`src/rtl/rxuart_fifo_free_if.sv`:
```
// rtl/rxuart_fifo_free_if.sv - byte handshake and status bundle between the UART receiver and its consumer
interface rxuart_fifo_free_if;
  logic       i_read;
  logic [7:0] o_data;
  logic       o_valid;
  logic       o_frame_err;
  logic       o_overrun;
  logic       o_busy;

  modport master (
    input  i_read,
    output o_data,
    output o_valid,
    output o_frame_err,
    output o_overrun,
    output o_busy
  );

  modport slave (
    output i_read,
    input  o_data,
    input  o_valid,
    input  o_frame_err,
    input  o_overrun,
    input  o_busy
  );
endinterface

```
`src/rtl/rxuart_fifo_free.sv`:
```
// rtl/rxuart_fifo_free.sv - 8N1 UART receiver with 16x fractional oversampling and a single holding register
module rxuart_fifo_free #(
  parameter int BAUD_INC = 144,
  parameter int BAUD_MOD = 1250,
  parameter int ACC_W    = 12
) (
  input  logic                      i_clk,
  input  logic                      i_rst_n,
  input  logic                      i_uart_rx,
  rxuart_fifo_free_if.master        bus
);

  typedef enum logic [2:0] {
    S_IDLE  = 3'd0,
    S_START = 3'd1,
    S_DATA  = 3'd2,
    S_STOP  = 3'd3,
    S_BREAK = 3'd4
  } state_t;

  localparam logic [ACC_W:0] INC_W = (ACC_W+1)'(BAUD_INC);
  localparam logic [ACC_W:0] MOD_W = (ACC_W+1)'(BAUD_MOD);

  state_t           state;
  state_t           state_next;
  logic             rx_meta;
  logic             rxs;
  logic [ACC_W-1:0] acc;
  logic [ACC_W-1:0] acc_next;
  logic [ACC_W:0]   acc_sum;
  logic [ACC_W:0]   acc_wrap;
  logic             tick;
  logic [3:0]       cnt;
  logic [2:0]       bit_idx;
  logic [7:0]       shift;
  logic             samp7;
  logic             samp8;
  logic             vote;
  logic             decide;
  logic             deliver;
  logic             frame_bad;

  // Two-flop synchronizer; reset to the idle (mark) level so no false start is seen.
  always_ff @(posedge i_clk or negedge i_rst_n) begin
    if (!i_rst_n) begin
      rx_meta <= 1'b1;
      rxs     <= 1'b1;
    end else begin
      rx_meta <= i_uart_rx;
      rxs     <= rx_meta;
    end
  end

  // Fractional accumulator: a tick fires whenever the sum crosses the modulus.
  always_comb begin
    acc_sum  = {1'b0, acc} + INC_W;
    acc_wrap = acc_sum - MOD_W;
    tick     = (acc_sum >= MOD_W);
    acc_next = tick ? acc_wrap[ACC_W-1:0] : acc_sum[ACC_W-1:0];
  end

  // Free-running tick generator; the FSM never restarts it.
  always_ff @(posedge i_clk or negedge i_rst_n) begin
    if (!i_rst_n) acc <= '0;
    else          acc <= acc_next;
  end

  assign vote   = (samp7 & samp8) | (samp7 & rxs) | (samp8 & rxs);
  assign decide = tick && (cnt == 4'd9);

  // Sub-bit counter, mid-bit samples and LSB-first shift register.
  always_ff @(posedge i_clk or negedge i_rst_n) begin
    if (!i_rst_n) begin
      cnt     <= '0;
      bit_idx <= '0;
      shift   <= '0;
      samp7   <= 1'b1;
      samp8   <= 1'b1;
    end else if (tick) begin
      if (state == S_IDLE) begin
        cnt     <= rxs ? 4'd0 : 4'd1;
        bit_idx <= '0;
      end else begin
        cnt <= cnt + 4'd1;
        if (cnt == 4'd7) samp7 <= rxs;
        if (cnt == 4'd8) samp8 <= rxs;
        if (state == S_DATA && cnt == 4'd9)  shift   <= {vote, shift[7:1]};
        if (state == S_DATA && cnt == 4'd15) bit_idx <= bit_idx + 3'd1;
      end
    end
  end

  // FSM state register.
  always_ff @(posedge i_clk or negedge i_rst_n) begin
    if (!i_rst_n) state <= S_IDLE;
    else          state <= state_next;
  end

  // FSM next-state logic; the stop bit is not waited out so frames can abut.
  always_comb begin
    state_next = state;
    case (state)
      S_IDLE:  if (tick && !rxs) state_next = S_START;
      S_START: begin
        if (decide && vote)                    state_next = S_IDLE;
        else if (tick && cnt == 4'd15)         state_next = S_DATA;
      end
      S_DATA:  if (tick && cnt == 4'd15 && bit_idx == 3'd7) state_next = S_STOP;
      S_STOP:  if (decide) state_next = vote ? S_IDLE : S_BREAK;
      S_BREAK: if (tick && rxs) state_next = S_IDLE;
      default: state_next = S_IDLE;
    endcase
  end

  // FSM outputs: stop-bit verdict.
  always_comb begin
    deliver   = 1'b0;
    frame_bad = 1'b0;
    if (state == S_STOP && decide) begin
      deliver   = vote;
      frame_bad = !vote;
    end
  end

  // Holding register with read handshake, overrun tracking and status flags.
  always_ff @(posedge i_clk or negedge i_rst_n) begin
    if (!i_rst_n) begin
      bus.o_data      <= '0;
      bus.o_valid     <= 1'b0;
      bus.o_frame_err <= 1'b0;
      bus.o_overrun   <= 1'b0;
      bus.o_busy      <= 1'b0;
    end else begin
      bus.o_busy      <= (state_next != S_IDLE);
      bus.o_frame_err <= frame_bad;
      if (deliver) begin
        bus.o_data    <= shift;
        bus.o_valid   <= 1'b1;
        bus.o_overrun <= bus.o_valid && !bus.i_read;
      end else if (bus.i_read && bus.o_valid) begin
        bus.o_valid   <= 1'b0;
        bus.o_overrun <= 1'b0;
      end
    end
  end

endmodule

```
`src/flat_wrapper.sv`:
```
// flat-port wrapper written by rule: the top's interface ports become plain ports
module rxuart_fifo_free_flat 
#(
  parameter int BAUD_INC = 144,
  parameter int BAUD_MOD = 1250,
  parameter int ACC_W    = 12
)
  (i_clk, i_rst_n, i_uart_rx, bus_i_read, bus_o_data, bus_o_valid, bus_o_frame_err, bus_o_overrun, bus_o_busy);
  rxuart_fifo_free_if bus_i ();
  input  logic i_clk;
  input  logic i_rst_n;
  input  logic i_uart_rx;
  input wire logic [$bits(bus_i.i_read)-1:0] bus_i_read;
  output wire logic [$bits(bus_i.o_data)-1:0] bus_o_data;
  output wire logic [$bits(bus_i.o_valid)-1:0] bus_o_valid;
  output wire logic [$bits(bus_i.o_frame_err)-1:0] bus_o_frame_err;
  output wire logic [$bits(bus_i.o_overrun)-1:0] bus_o_overrun;
  output wire logic [$bits(bus_i.o_busy)-1:0] bus_o_busy;
  assign bus_i.i_read = bus_i_read;
  assign bus_o_data = bus_i.o_data;
  assign bus_o_valid = bus_i.o_valid;
  assign bus_o_frame_err = bus_i.o_frame_err;
  assign bus_o_overrun = bus_i.o_overrun;
  assign bus_o_busy = bus_i.o_busy;
  rxuart_fifo_free #(.BAUD_INC(BAUD_INC), .BAUD_MOD(BAUD_MOD), .ACC_W(ACC_W)) u_core (.i_clk(i_clk), .i_rst_n(i_rst_n), .i_uart_rx(i_uart_rx), .bus(bus_i));
endmodule
```
`config.mk`:
```
export PLATFORM = sky130hd
export DESIGN_NAME = rxuart_fifo_free_flat
export DESIGN_NICKNAME = d
export VERILOG_FILES = /design/src/rtl/rxuart_fifo_free_if.sv /design/src/rtl/rxuart_fifo_free.sv /design/src/flat_wrapper.sv
export SDC_FILE = /design/constraint.sdc
export NUM_CORES = 1
export LEC_CHECK = 0
export CORE_AREA = 2 2 83 85
export DETAILED_ROUTE_END_ITERATION = 8
export DIE_AREA = 0 0 85 87
export SLEW_MARGIN = 30
export SYNTH_ARGS = -nofsm -noshare
export SYNTH_HDL_FRONTEND = slang
export SYNTH_SLANG_ARGS = --single-unit
```
`constraint.sdc`:
```
create_clock -name i_clk -period 2.65 [get_ports i_clk]
set_input_delay 0.3975 -clock i_clk [delete_from_list [all_inputs] [get_ports i_clk]]
set_output_delay 0.3975 -clock i_clk [all_outputs]
set_load 0.1 [all_outputs]
```
==> impl_metrics.csv <==
group,metric,value,unit
worst_setup_path,arrival,2.60,ns
place,dpl_worst_slack,0.2288,ns
die,ios,16,
status,outcome,"finished, final reports clean",
synthesis,synth-simple-area-share,0.1644,
routing,wl_per_cell,13.65,um
synthesis,yosys.area.top_type_share,0.4035,
worst_setup_path,start_kind,"flop",
finish,nNetsFinal,271,
die,dieArea,0.007395,mm2
synthesis,yosysUniqueCellTypes,62,
sta,fmax,0.4143,GHz
worst_setup_path,startpoint,"u_core.acc[4]",
clocking,numCtsBuffers,5,
synthesis,ys_top_cells_by_count,"dfrtp_1 (41), nor2_1 (22), mux2_2 (18)",
global_routing,globalRouteMet2Util,0.2202,
synthesis,syn_area,0.002542,mm2
clocking,cts_tree,"done",
synthesis,yosys_warnings,0,
worst_hold_path,hp-class,"reg -> reg",
power_and_ir_drop,powerDensity,481.8,mW/mm2
power_and_ir_drop,peakVddDrop,0.3406,mV
worst_setup_path,reg2reg_slack,0.24,ns
synthesis,synthArstFlopShare,1.000,
die,chipWidth,85,um
synthesis,avgSynthCellArea,10.87,um2
finish,nFillCells,612,
power_and_ir_drop,p_leak,0.001327,uW
finish,utilization,0.4398,
finish,drive_above_1_share,0.2713,
global_routing,grtUsageMet1,0.1920,
sta,rsz0062_at_grt,"false",
sta,hold_viol,0,
synthesis,synth_edf_count,0,
worst_setup_path,r2r_end,"u_core.bus.o_data[6]",
die,initial_core_util,0.3870,
synthesis,yosysMostFrequentCell,"dfrtp_1",
routing,drt_iter0_drc,54,
sta,fin_crit_sh,0.9109,
routing,drt_wl_total,4613,um
finish,diodes,0,
sta,timing.final.ws_setup,0.2360,ns
synthesis,synthXorXnorAreaFrac,0.04774,
global_routing,grt_overflow,0,
synthesis,synth-seq-area-share,0.4449,
sta,post-route-min-period,2.414,ns
place,numPortBuffers,15,
synthesis,synth_top_family_by_area,"simple AND/OR/NAND/NOR gates",
global_routing,busiest_layer,"met2",
die,die_h,87,um
worst_setup_path,worstReg2RegStart,"u_core.acc[4]",
die,rows,30,
sta,skew,0.003176,ns
routing,ant_nets,0,
routing,vias_per_cell,5.183,
routing,vias,1752,
worst_setup_path,endpoint,"u_core.bus.o_data[6]",
worst_setup_path,crit_type,"reg -> reg",
sta,tightest_slew,0.6902,ns
synthesis,synth-seq-cells,45,
synthesis,synth_cells,234,
synthesis,synth_fa_ha_area_frac,0.05315,
place,gp_congestion,0.8066,
worst_setup_path,crit_required,2.84,ns
sta,drv_slew,0,
global_routing,grt_pass1_vias,1741,
synthesis,syn_nets,248,
clocking,cts_buffer_depth,2,
sta,max_slew_margin,0.5363,
routing,drt-pass1-iter-count,4,
worst_setup_path,r2r_cells,7,
sta,tns,0,ns
synthesis,synth_ff_type,"dfrtp_1",
routing,route.detailed.drc,0,
clocking,ctsResizeCount,0,
global_routing,grt_max_degree,33,
global_routing,gr-usage-all-layers,0.1378,
global_routing,grt_pass1_wl,8231,um
clocking,clk_latency,0.29,ns
global_routing,grt_use_met3,0.02559,
worst_setup_path,crit_fanout,9,
run,drv_cap,0,
synthesis,synth_compound_area_frac,0.1565,
synthesis,muxShareOfSynthArea,0.08858,
clocking,cts_root_buf,"clkbuf_8",
clocking,clock-sinks,45,
clocking,cts_max_level,2,
die,fp.coreArea,0.006569,mm2
synthesis,synth.area.top_cells,"dfrtp_1 (40%), mux2_2 (8.0%), ha_1 (4.9%), dfstp_2 (4.1%), nor2_1 (3.2%)",
finish,area_delta_synth_final,13.63,%
global_routing,grt_antenna_before_repair,0,
worst_hold_path,hold_depth,0,
sta,setup_viol,0,
place,post-dp-hpwl,3370,um
clocking,path_clk_slew,0.09,ns
synthesis,yosys.area.top_type,"dfrtp_1",
worst_setup_path,end_kind,"flop",
[routing by layer]
| metal | vias up | wire length [um] |
|---|---|---|
| met2 | 9 | 2170 |
| met5 | - | 0 |
| met4 | 0 | 24 |
| met1 | 861 | 2354 |
| met3 | 2 | 63 |
| li1 | 880 | - |
[power by group]
group | leakage (uW) | switching (uW) | internal [uW]
Sequential | 0.000573 | 23.0 | 708
Combinational | 0.000694 | 78.8 | 38.5
Clock | 0.0000603 | 254 | 289
Total | 0.00133 | 356 | 1040
[cells in the final DEF (no fill, tap or decap), types with 3 or more instances in the layout]
cell type,instances
dfrtp_1,41
nor2_1,22
buf_4,22
mux2_2,18
nand2_1,14
inv_1,11
ha_1,10
nand3_1,8
o21ai_0,8
xnor2_1,8
nor2b_1,5
a21oi_1,5
and3_1,5
a31oi_1,5
clkbuf_8,5
xor2_1,4
dfstp_2,4
or3_1,3
[registers in the layout, summed over array words and instances (netlist names)]
name and cells:
u_core.acc 11, u_core.bus.o_data 8, u_core.shift 8, u_core.cnt 4
u_core.bit_idx 3, u_core.state 3, u_core.bus.o_busy 1, u_core.bus.o_frame_err 1
u_core.bus.o_overrun 1, u_core.bus.o_valid 1, u_core.rx_meta 1, u_core.rxs 1
u_core.samp7 1, u_core.samp8 1
[how the worst min path moves through the flow]
stage                     endpoint  slack (ns)           start
global placement     u_core.acc[9]        0.32         i_rst_n
global route            u_core.rxs        0.36  u_core.rx_meta
CTS                     u_core.rxs        0.36  u_core.rx_meta
detailed placement   u_core.acc[9]        0.32         i_rst_n
floorplan           u_core.acc[10]        0.10         i_rst_n
finish                  u_core.rxs        0.36  u_core.rx_meta
[worst max-delay path, cell delays in order (launching register included)]
cell and delay, ns:
dfrtp_1 0.39, ha_1 0.30, a21oi_2 0.27, nor2_1 0.11, xor2_2 0.36, a31oi_4 0.21, nor2_4 0.29, mux2_2 0.37
[per-stage QoR]
step           std cells  cell area, um2  total power (uW)  hold WS, ns
6_report             338            2889              1392       0.3615
4_1_cts              338            2889              1410       0.3618
2_1_floorplan        234            2542             819.9       0.1019
3_3_place_gp         329            2760             861.3       0.3182
5_1_grt              338            2889              1462       0.3641
3_5_place_dp         329            2760             860.2       0.3218
[area by class of cell]
| class | instances | area [um2] | share of cell area |
|---|---|---|---|
| Inverter | 11 | 41.29 | 0.01429 |
| Tap cell | 80 | 100.1 | 0.03465 |
| Clock inverter | 3 | 50.05 | 0.01732 |
| Multi-Input combinational cell | 168 | 1297 | 0.4491 |
| Clock buffer | 5 | 68.82 | 0.02382 |
| Sequential cell | 45 | 1131 | 0.3915 |
| Timing Repair Buffer | 26 | 200.2 | 0.06929 |
[repair_timing]
action | 4_1_cts | 5_1_grt
hold buffers | 1 | 0
setup buffers | 0 | 0
endpoints found under the hold margin | 6 | 0
[cell families after synthesis]
family          count (synthesis)
compound gates                 47
mux                            20
simple gates                   77
xor+xnor                       13
flops                          45
buf+inv                        21
fa+ha+maj                      11
Power figures use the tool's default switching activity.
